### config.mk
export PLATFORM = sky130hd
export DESIGN_NAME = parking_zone_controller
export DESIGN_NICKNAME = d
export VERILOG_FILES = /design/src/rtl/parking_pkg.sv /design/src/rtl/parking_zone_counter.sv /design/src/rtl/parking_zone_controller.sv
export SDC_FILE = /design/constraint.sdc
export NUM_CORES = 1
export LEC_CHECK = 0
export ABC_AREA = 0
export CAP_MARGIN = 5
export CORE_UTILIZATION = 25
export CTS_BUF_LIST = sky130_fd_sc_hd__clkbuf_2
export DETAILED_ROUTE_END_ITERATION = 10
export DONT_BUFFER_PORTS = 1
export GPL_TIMING_DRIVEN = 0
export PLACE_DENSITY_LB_ADDON = 0.2
export SYNTH_ARGS = -nofsm -noshare
export SYNTH_HDL_FRONTEND = slang
export SYNTH_SLANG_ARGS = --single-unit
### constraint.sdc
create_clock -name clk -period 7.59 [get_ports clk]
set_input_delay 0.759 -clock clk [delete_from_list [all_inputs] [get_ports clk]]
set_output_delay 0.759 -clock clk [all_outputs]
set_load 0.01 [all_outputs]
### src/rtl/parking_pkg.sv
// Shared types and helpers for the parking zone controller.
package parking_pkg;

  typedef enum logic [1:0] {
    HS_IDLE     = 2'd0,
    HS_RESP     = 2'd1,
    HS_WAIT_LOW = 2'd2
  } hs_state_t;

  localparam int HOUR_W = 5;

  // Zone index width; a single-zone build still needs a one-bit index.
  function automatic int zone_width(input int n);
    return (n > 1) ? $clog2(n) : 1;
  endfunction

endpackage

### src/rtl/parking_zone_counter.sv
// Per-zone occupancy and capacity tracking with saturating counts and registered vacancy.
module parking_zone_counter #(
  parameter int              CNT_W   = 10,
  parameter logic [CNT_W-1:0] CAP_RST = '0
) (
  input  logic             clk,
  input  logic             rst,
  input  logic             inc,
  input  logic             dec,
  input  logic             sched_we,
  input  logic [CNT_W-1:0] sched_cap,
  input  logic             cfg_we,
  input  logic [CNT_W-1:0] cfg_cap,
  output logic [CNT_W-1:0] occ,
  output logic [CNT_W-1:0] vac,
  output logic             avail,
  output logic             has_room,
  output logic             empty
);

  localparam logic [CNT_W-1:0] OCC_MAX = '1;

  logic [CNT_W-1:0] cap;
  logic [CNT_W-1:0] cap_nxt;
  logic [CNT_W-1:0] occ_nxt;
  logic [CNT_W-1:0] vac_nxt;
  logic             dec_ok;

  assign has_room = occ < cap;
  assign empty    = occ == '0;

  // A manual capacity write overrides a coincident schedule load; vacancy
  // is derived from the next-state values so it never lags occ or cap.
  always_comb begin
    cap_nxt = cap;
    occ_nxt = occ;
    dec_ok  = dec && !empty;
    if (cfg_we) begin
      cap_nxt = cfg_cap;
    end else if (sched_we) begin
      cap_nxt = sched_cap;
    end
    case ({inc, dec_ok})
      2'b10: begin
        if (occ != OCC_MAX) occ_nxt = occ + CNT_W'(1);
      end
      2'b01:   occ_nxt = occ - CNT_W'(1);
      default: occ_nxt = occ;
    endcase
    vac_nxt = (cap_nxt > occ_nxt) ? (cap_nxt - occ_nxt) : '0;
  end

  always_ff @(posedge clk or negedge rst) begin
    if (!rst) begin
      occ   <= '0;
      cap   <= CAP_RST;
      vac   <= CAP_RST;
      avail <= |CAP_RST;
    end else begin
      occ   <= occ_nxt;
      cap   <= cap_nxt;
      vac   <= vac_nxt;
      avail <= vac_nxt != '0;
    end
  end

endmodule

### src/rtl/parking_zone_controller.sv
// Multi-zone parking controller: hour-based capacity schedule, entry/exit handshakes, overflow redirection.
module parking_zone_controller
  import parking_pkg::*;
#(
  parameter int                         NUM_ZONES       = 2,
  parameter int                         CNT_W           = 10,
  parameter int                         CLOCKS_PER_HOUR = 10,
  parameter int                         START_HOUR      = 8,
  parameter int                         DAY_HOUR        = 8,
  parameter int                         NIGHT_HOUR      = 16,
  parameter logic [NUM_ZONES*CNT_W-1:0] CAP_DAY         = {10'd500, 10'd200},
  parameter logic [NUM_ZONES*CNT_W-1:0] CAP_NIGHT       = {10'd200, 10'd500},
  parameter int                         OVF_ZONE        = 1,
  localparam int                        ZW              = zone_width(NUM_ZONES)
) (
  input  logic                       clk,
  input  logic                       rst,
  input  logic                       ent_req,
  input  logic [ZW-1:0]              ent_zone,
  input  logic                       ovf_en,
  input  logic                       ex_req,
  input  logic [ZW-1:0]              ex_zone,
  input  logic                       cfg_we,
  input  logic [ZW-1:0]              cfg_zone,
  input  logic [CNT_W-1:0]           cfg_cap,
  output logic                       ent_grant,
  output logic                       ent_deny,
  output logic [ZW-1:0]              ent_gzone,
  output logic                       ex_ack,
  output logic                       err_underflow,
  output logic [NUM_ZONES*CNT_W-1:0] occ,
  output logic [NUM_ZONES*CNT_W-1:0] vac,
  output logic [NUM_ZONES-1:0]       avail,
  output logic [HOUR_W-1:0]          hour
);

  localparam int CLK_W = (CLOCKS_PER_HOUR > 1) ? $clog2(CLOCKS_PER_HOUR) : 1;
  localparam logic [NUM_ZONES*CNT_W-1:0] CAP_RST =
    (START_HOUR >= DAY_HOUR && START_HOUR < NIGHT_HOUR) ? CAP_DAY : CAP_NIGHT;
  localparam logic [ZW-1:0] OVF_IDX = ZW'(OVF_ZONE);

  logic [CLK_W-1:0]     clk_cnt;
  logic [HOUR_W-1:0]    hour_nxt;
  logic                 hour_tick;
  logic                 load_day;
  logic                 load_night;

  hs_state_t            ent_state, ent_state_nxt;
  hs_state_t            ex_state, ex_state_nxt;
  logic [ZW-1:0]        ent_zone_q;
  logic [ZW-1:0]        ex_zone_q;

  logic [NUM_ZONES-1:0] has_room;
  logic [NUM_ZONES-1:0] empty;
  logic [NUM_ZONES-1:0] inc;
  logic [NUM_ZONES-1:0] dec;
  logic                 ent_valid;
  logic                 ex_valid;
  logic                 prim_ok;
  logic                 ovf_ok;
  logic                 underflow_hit;

  assign hour_tick  = clk_cnt == CLK_W'(CLOCKS_PER_HOUR - 1);
  assign hour_nxt   = (hour == HOUR_W'(23)) ? '0 : hour + HOUR_W'(1);
  assign load_day   = hour_tick && (hour_nxt == HOUR_W'(DAY_HOUR));
  assign load_night = hour_tick && (hour_nxt == HOUR_W'(NIGHT_HOUR));

  always_ff @(posedge clk or negedge rst) begin
    if (!rst) begin
      clk_cnt <= '0;
      hour    <= HOUR_W'(START_HOUR);
    end else if (hour_tick) begin
      clk_cnt <= '0;
      hour    <= hour_nxt;
    end else begin
      clk_cnt <= clk_cnt + CLK_W'(1);
    end
  end

  // The requested zone is captured on the IDLE->RESP step so the decision
  // in RESP is unaffected by later changes on the zone inputs.
  always_ff @(posedge clk or negedge rst) begin
    if (!rst) begin
      ent_state  <= HS_IDLE;
      ex_state   <= HS_IDLE;
      ent_zone_q <= '0;
      ex_zone_q  <= '0;
    end else begin
      ent_state <= ent_state_nxt;
      ex_state  <= ex_state_nxt;
      if (ent_state == HS_IDLE && ent_req) ent_zone_q <= ent_zone;
      if (ex_state == HS_IDLE && ex_req) ex_zone_q <= ex_zone;
    end
  end

  always_comb begin
    ent_state_nxt = ent_state;
    ex_state_nxt  = ex_state;
    case (ent_state)
      HS_IDLE:     if (ent_req) ent_state_nxt = HS_RESP;
      HS_RESP:     ent_state_nxt = HS_WAIT_LOW;
      HS_WAIT_LOW: if (!ent_req) ent_state_nxt = HS_IDLE;
      default:     ent_state_nxt = HS_IDLE;
    endcase
    case (ex_state)
      HS_IDLE:     if (ex_req) ex_state_nxt = HS_RESP;
      HS_RESP:     ex_state_nxt = HS_WAIT_LOW;
      HS_WAIT_LOW: if (!ex_req) ex_state_nxt = HS_IDLE;
      default:     ex_state_nxt = HS_IDLE;
    endcase
  end

  // Entry decisions use pre-exit occupancy, so a same-cycle exit on the
  // same zone nets to zero inside the counter.
  always_comb begin
    ent_valid     = int'(ent_zone_q) < NUM_ZONES;
    ex_valid      = int'(ex_zone_q) < NUM_ZONES;
    prim_ok       = ent_valid && has_room[ent_zone_q];
    ovf_ok        = ovf_en && has_room[OVF_ZONE];
    ent_grant     = (ent_state == HS_RESP) && (prim_ok || ovf_ok);
    ent_deny      = (ent_state == HS_RESP) && !(prim_ok || ovf_ok);
    ent_gzone     = '0;
    if (ent_grant) ent_gzone = prim_ok ? ent_zone_q : OVF_IDX;
    ex_ack        = ex_state == HS_RESP;
    underflow_hit = ex_ack && (!ex_valid || empty[ex_zone_q]);
  end

  always_ff @(posedge clk or negedge rst) begin
    if (!rst) begin
      err_underflow <= 1'b0;
    end else if (underflow_hit) begin
      err_underflow <= 1'b1;
    end
  end

  for (genvar z = 0; z < NUM_ZONES; z++) begin : g_zone
    assign inc[z] = ent_grant && (ent_gzone == ZW'(z));
    assign dec[z] = ex_ack && ex_valid && (ex_zone_q == ZW'(z));

    parking_zone_counter #(
      .CNT_W   (CNT_W),
      .CAP_RST (CAP_RST[z*CNT_W +: CNT_W])
    ) u_counter (
      .clk       (clk),
      .rst       (rst),
      .inc       (inc[z]),
      .dec       (dec[z]),
      .sched_we  (load_day || load_night),
      .sched_cap (load_day ? CAP_DAY[z*CNT_W +: CNT_W] : CAP_NIGHT[z*CNT_W +: CNT_W]),
      .cfg_we    (cfg_we && (cfg_zone == ZW'(z))),
      .cfg_cap   (cfg_cap),
      .occ       (occ[z*CNT_W +: CNT_W]),
      .vac       (vac[z*CNT_W +: CNT_W]),
      .avail     (avail[z]),
      .has_room  (has_room[z]),
      .empty     (empty[z])
    );
  end

endmodule

==> results of run 1 <==
==> power by group <==
group | internal (mW) | total (mW) | switching [mW] | leakage (nW)
sequential | 0.565 | 0.737 | 0.173 | 0.951
clock | 0.176 | 0.345 | 0.169 | 0.0984
combinational | 0.582 | 1.45 | 0.873 | 1.82
total | 1.32 | 2.54 | 1.21 | 2.87
==> through the flow <==
stage | util (%) | area (sq um) | power [mW] | cells
finish | 28.32 | 6238 | 2.537 | 953
global route | 28.31 | 6236 | 2.781 | 952
CTS | 28.30 | 6233 | 2.576 | 951
detailed placement | 27.29 | 6011 | 2.205 | 933
global placement | 27.29 | 6011 | 2.216 | 933
floorplan | - | 5660 | 1.813 | 653
==> worst max-delay path: stages (launching register included) <==
cell and delay (ns):
dfrtp_1 0.54, ha_1 0.33, a21o_1 0.15, a21o_1 0.17, a21o_1 0.17, a21o_1 0.18
a21o_1 0.18, a21o_1 0.17, a211oi_1 0.23, o21ai_1 0.30, nor2_1 0.18, ha_1 0.16
clkbuf_1 0.35, clkbuf_1 0.42, a21oi_1 0.13, o31ai_1 0.32, ha_1 0.20, inv_1 0.06
fa_1 0.40, a21oi_1 0.36, o221ai_2 0.17, a41o_1 0.31, a221o_1 0.38, o21ai_2 0.08
buf_6 0.16, nor2_1 0.05
==> cell usage after synthesis, types with 9 or more instances <==
cell,count
dfrtp_1,57
nand2_1,59
a31oi_1,9
and2_1,9
xnor2_1,21
nand3_1,18
nand2b_1,11
nand4_1,12
clkbuf_1,20
o21ai_0,26
nor2b_1,13
a21o_1,26
and3_1,10
a21oi_1,38
ha_1,46
nor2_1,58
nor3_1,16
inv_1,57
dfstp_2,21
==> cells by family (layout without fill, tap and decap cells) <==
kind of cell | count (synthesis) | count (layout) | synth area share, %
and+or+nand+nor | 236 | 236 | 21.13
DFF | 78 | 78 | 34.95
buffers and inverters | 90 | 108 | 6.587
AOI/OAI and AO/OA | 162 | 162 | 19.94
adders and majority gates | 49 | 49 | 11.07
other | 0 | 2 | 0
xor gates and xnor gates | 24 | 24 | 3.714
muxes | 14 | 14 | 2.608
==> registers in the layout, summed over array words and instances (netlist names) <==
register and flops:
g_zone.u_counter.avail 2, ent_zone_q 1, err_underflow 1, clk_cnt 4, ent_state 2, g_zone.u_counter.cap 20, ex_zone_q 1, ex_state 2
g_zone.u_counter.vac 20, g_zone.u_counter.occ 20, hour 5
==> final cells by class <==
class	instances	share of cell area, %
diodes	2	0.08022
plain buffers	31	2.387
clock buffers	10	0.8022
clock inverters	6	2.166
inverters	59	3.590
multi-input cells	485	53.05
flip-flops and latches	78	31.71
well taps	280	5.616
repair buffers	2	0.6017
==> routing by layer <==
layer | GRT usage, % | vias up | routed length [um]
met4 | 5.243 | 0 | 275
met3 | 2.901 | 14 | 964
met5 | 0 | - | 0
li1 | - | 2331 | -
met2 | 21.42 | 117 | 6975
met1 | 20.41 | 2204 | 7892
==> timing repair <==
action,in CTS,in global routing
hold buffers,2,0
endpoints found under the hold margin,78,0
gates resized for setup,0,0
==> worst max path at each step <==
| stage | startpoint | to | depth (start not counted) |
|---|---|---|---|
| global placement | g_zone[0].u_counter.occ[1] | g_zone[0].u_counter.vac[8] | 24 |
| detailed placement | g_zone[0].u_counter.occ[1] | g_zone[0].u_counter.vac[9] | 24 |
| finish | g_zone[0].u_counter.occ[1] | g_zone[0].u_counter.vac[8] | 25 |
| floorplan | g_zone[0].u_counter.occ[1] | g_zone[0].u_counter.vac[2] | 24 |
| global route | g_zone[0].u_counter.occ[1] | g_zone[0].u_counter.avail | 24 |
| CTS | g_zone[0].u_counter.occ[1] | g_zone[0].u_counter.vac[8] | 24 |
==> impl_results.md, run 1 <==
- Final Skew: 0.03522 ns
- Vias in the first global route: 4459
- Hpwl dp: 12.55 mm
- Post-synth EDFFs: 0
- DRT Pass-1 Iters: 10
- Post-layout min period: 6.181 ns
- Hold Violations, Final: 0
- # IOs: 71
- Detailed Route Iter0 Violations: 181
- Fin Setup TNS: 0 ns
- DRC Markers: 10
- Synth Warn #: 0
- Fraction of layout cells with a size suffix above 1: 10.43%
- Share of the synthesized area in the top cell type: 25.20%
- WL final: 16.11 mm
- Worst slew pin tran: 0.8222 ns
- Max frequency: 161.8 MHz
- Hold WC Path Type: input port to flip-flop
- CTS clk-pin slew, worst paths: 0.26 ns
- Pin count of the biggest net entering global routing: 79
- Die area: 23250 sq um
- Hold path depth: 2
- Most frequent cells in the layout: 59 x nand2_1, 58 x nor2_1, 57 x inv_1, 57 x dfrtp_1, 46 x ha_1
- Worst r2r dst: g_zone[0].u_counter.vac[8]
- PortBufs: 0
- First-pass GRT wire length: 25.65 mm
- Horiz. Die Dim: 152.5 um
- Die Ht: 152.5 um
- WP data arrival: 6.73 ns
- Tot GR Track Use: 14.37%
- Post-synthesis sequential area ratio: 34.95%
- TritonCTS clock tree: built
- Status: complete, but fails checks
- CP Capture Type: flip-flop
- Period utilization: 81.44%
- Hold slack: 0.2715 ns
- Avg Cell Area, Syn: 8.668 sq um
- Clk buf depth: 2
- Min-Delay Endpoint: ent_state[1]
- Via density per instance: 4.896
- # clock sinks: 78
- Setup Crit Path Kind: flip-flop to flip-flop
- Pwr per Cell Area: 406.6 nW/um^2
- Hold_sp: ent_req
- R2R cell count: 25
- Post-route ant nets: 0
- Fillers: 2410
- Final worst-path setup slack: 1.409 ns
- Clk Latency, worst-skew pair: 0.62 ns
- Setup repair bufs after CTS: 0
- VDD IR max: 178.9 uV
- Setup violators final: 0
- Max_slew headroom: 44.98%
- Commonest non-fill, non-tap cell in the layout: nand2_1
- Grt total ovfl: 0
- Type of origin of the critical path: flip-flop
- R2r startpoint: g_zone[0].u_counter.occ[1]
- #FFs+latches synth: 78
- Row count: 54
- Leak: 2.871 nW
- Multi-input gate area in the final layout: 3309 sq um
- Main synth FF type: dfrtp_1
- Gpl congestion: 0.8492
- Starting Density: 25.70%
- Max-Cap Viols: 0
- Slew Limit Fails: 0
- Mapped cell area: 5660 sq um
- Reg area: 1978 sq um
- Post-Syn Instances: 653
- Largest area contributor in the netlist: dfrtp_1
- Core area: 22030 sq um
- Violated checks: design-rule violations
- Setup WS pre-CTS: 1.401 ns
- Initial antenna violation count: 1
- H-tree levels: 3
- Routed vias: 4666
- Syn Nets: 720
- RSZ-0062 raised after global routing: false
- Final nets: 733
- Root Buffer: clkbuf_2
- Routed wire per std cell: 16.90 um
- WP data required: 8.14 ns
- Ys async rst share: 100.0%
- Worst-path maximum fanout: 10
- CTS Buf Count: 9
- P&R area growth vs syn: 10.21%
- Count of different cell masters after synthesis: 74
- Top cells by area, synth: dfrtp_1 25%, ha_1 10%, dfstp_2 9.7%
- Register-to-register setup slack: 1.41 ns
No activity file was read; power rests on OpenSTA's default activity.
==> run 2: changes to the inputs <==
==> constraint.sdc (replaced) <==
create_clock -name clk -period 5.3 [get_ports clk]
set_input_delay 0.53 -clock clk [delete_from_list [all_inputs] [get_ports clk]]
set_output_delay 0.53 -clock clk [all_outputs]
set_load 0.01 [all_outputs]
==> run 2 against run 1 <==
The flow still finishes with violations (design-rule violations). Setup slack worse by 1.2 ns. Sequential power up 45%. Maximum frequency up 22%. Final area up 7.6%. Register-to-register slack worse by 1.2 ns. Sequential share of layout area down 2.2 points. Clock skew down 0.0010 ns. Wire length up 3.2%. Critical endpoint is now g_zone[0].u_counter.vac[2]. Highest routed layer is now met5.
==> impl_results.md, run 2 (synthesized netlist as in run 1, its figures left out) <==
- Met2 global-route usage: 21.81% (+0.39 points)
- Period utilization: 95.70% (+14 points)
- Multi-input gate area in the final layout: 3573 sq um (+8.0%)
- Hpwl dp: 12.55 mm (unchanged)
- Starting Density: 25.70% (unchanged)
- H-tree levels: 3 (unchanged)
- Root Buffer: clkbuf_2
- Critical path endpoint: g_zone[0].u_counter.vac[2]
- Grt total ovfl: 0 (unchanged)
- CP Capture Type: flip-flop
- Worst r2r dst: g_zone[0].u_counter.vac[2]
- CTS clk-pin slew, worst paths: 0.26 ns (about the same)
- DRC Markers: 5 (-5)
- Routed vias: 4785 (+2.6%)
- TritonCTS clock tree: built
- Final worst-path setup slack: 0.2277 ns (-1.181 ns)
- Leak: 3.032 nW (+5.6%)
- Initial antenna violation count: 2 (+1)
- Post-layout min period: 5.072 ns (-1.109 ns)
- Clk buf depth: 2 (unchanged)
- Detailed Route Iter0 Violations: 189 (+4.4%)
- Fin Setup TNS: 0 ns (unchanged)
- PortBufs: 0 (unchanged)
- First-pass GRT wire length: 25.96 mm (+1.2%)
- Hold Violations, Final: 0 (unchanged)
- Die Ht: 152.5 um (unchanged)
- R2R cell count: 23 (-8.0%)
- R2r startpoint: g_zone[0].u_counter.occ[1]
- Met1 global-route usage: 20.19% (-0.21 points)
- Max frequency: 197.2 MHz (+22%)
- Core area: 22030 sq um (unchanged)
- Status: complete, but fails checks
- Slew Limit Fails: 0 (unchanged)
- Gpl congestion: 0.8492 (unchanged)
- WL final: 16.63 mm (+3.2%)
- Max_slew headroom: 42.31% (-2.7 points)
- Die area: 23250 sq um (unchanged)
- Worst slew pin tran: 0.8621 ns (+0.03989 ns)
- Reg area: 1983 sq um (+0.25%)
- Setup Crit Path Kind: flip-flop to flip-flop
- Worst-path maximum fanout: 7 (-3)
- Top Registers: g_zone.u_counter.cap (20), g_zone.u_counter.occ (20), g_zone.u_counter.vac (20)
- Max-Cap Viols: 0 (unchanged)
- Setup violators final: 0 (unchanged)
- Layout Utilization: 30.49% (+2.2 points)
- VDD IR max: 278.2 uV (+56%)
- Pin count of the biggest net entering global routing: 79 (unchanged)
- Placed Cells: 933 (unchanged)
- Horiz. Die Dim: 152.5 um (unchanged)
- WP data arrival: 5.62 ns (-1.11 ns)
- Type of origin of the critical path: flip-flop
- Row count: 54 (unchanged)
- Fraction of layout cells with a size suffix above 1: 20.17% (+9.7 points)
- Setup crit start: g_zone[0].u_counter.occ[1]
- Pwr per Cell Area: 602.7 nW/um^2 (+48%)
- Post-route ant nets: 0 (unchanged)
- WP data required: 5.85 ns (-2.29 ns)
- DRT Pass-1 Iters: 10 (unchanged)
- Final nets: 751 (+2.5%)
- Setup WS pre-CTS: -0.8893 ns (-2.290 ns)
- Final Skew: 0.03418 ns (-0.001035 ns)
- Register-to-register setup slack: 0.23 ns (-1.18 ns)
- P&R area growth vs syn: 18.63%
- Fillers: 2370 (-1.7%)
- Most frequent cells in the layout: 57 x nand2_1, 57 x nor2_1, 53 x inv_1, 53 x dfrtp_1, 37 x ha_1
- Violated checks: design-rule violations
- # IOs: 71 (unchanged)
- Routed wire per std cell: 17.14 um (+1.4%)
- Finished Layout Cells: 970 (+1.8%)
- GRT busiest layer: met2
- Tot GR Track Use: 14.54% (+0.17 points)
- GR Layer Usage met3: 3.356% (+0.46 points)
- # clock sinks: 78 (unchanged)
- Hold WC Path Type: input port to flip-flop
- CTS Buf Count: 9 (unchanged)
- Vias in the first global route: 4518 (+1.3%)
- Clk Latency, worst-skew pair: 0.61 ns (about the same)
- Via density per instance: 4.933 (+0.75%)
-- run 2: changes by cell type in the layout (fill, tap and decap cells not counted), moves of 4 or more --
| cell | previous run | this run |
|---|---|---|
| inv_2 | 1 | 5 |
| dfrtp_1 | 57 | 53 |
| dfrtp_2 | 0 | 4 |
| inv_1 | 57 | 53 |
| buf_4 | 3 | 20 |
| clkbuf_1 | 20 | 12 |
| ha_1 | 46 | 37 |
| ha_4 | 0 | 6 |
-- run 2: final cells by class --
class	instances	area share [%]
multi-input combinational	485	53.21
sequential	78	29.53
tap	280	5.217
timing repair buffer	25	3.484
inverter	59	3.335
buffer	26	2.422
clock inverter	6	2.012
clock buffer	10	0.7453
antenna	1	0.03726
-- run 2: worst max-delay path, stage by stage (launching register included) --
cell and delay [ns]:
dfrtp_2 0.53, ha_4 0.23, a21o_1 0.14, a21o_1 0.17, a21o_1 0.17, a21o_1 0.18, a21o_1 0.18, a21o_1 0.16
a211oi_2 0.29, o21ai_4 0.15, or2_4 0.27, ha_4 0.28, buf_8 0.14, o31ai_4 0.20, ha_2 0.22, inv_2 0.04
fa_2 0.38, a21oi_4 0.20, o221ai_2 0.13, a41o_1 0.30, a221o_1 0.36, o21ai_2 0.10, buf_6 0.15, nor2_1 0.05
-- run 2: what timing repair did --
item,4_1_cts,5_1_grt
hold buffers,4,1
pin swaps,4,22
hold endpoints to repair,80,1
cloned,0,3
buffers inserted,3,14
gates resized for setup,32,43
setup endpoints to repair,22,22
-- run 2: worst min path at each step --
stage	start	end	cells past startpoint	slack [ns]
6_report	ex_req	ex_state[1]	2	0.05
5_1_grt	ex_req	ex_state[1]	2	0.02
3_5_place_dp	rst	g_zone[0].u_counter.vac[8]	0	0.24
2_1_floorplan	rst	clk_cnt[0]	0	0.23
3_3_place_gp	rst	g_zone[0].u_counter.vac[8]	0	0.24
4_1_cts	ent_req	ent_state[0]	1	0.004
-- run 2: stage by stage --
| stage | total power, mW | hold slack (ns) | instance area, sq um |
|---|---|---|---|
| 2_1_floorplan | 2.597 | 0.2344 | 5660 |
| 3_3_place_gp | 3.174 | 0.2368 | 6011 |
| 3_5_place_dp | 3.158 | 0.2370 | 6011 |
| 4_1_cts | 3.821 | 0.003687 | 6386 |
| 5_1_grt | 4.408 | 0.02345 | 6715 |
| 6_report | 4.048 | 0.05150 | 6715 |
-- run 2: power by group --
part	internal (mW)	switching, mW
logic	1.11	1.38
clock network	0.251	0.244
registers	0.811	0.255
total	2.17	1.88
-- run 2: per-layer routing --
layer	wire length (um)	vias to the layer above
met1	8018	2270
met3	1062	19
met5	13	-
met2	7226	113
li1	-	2381
met4	305	2
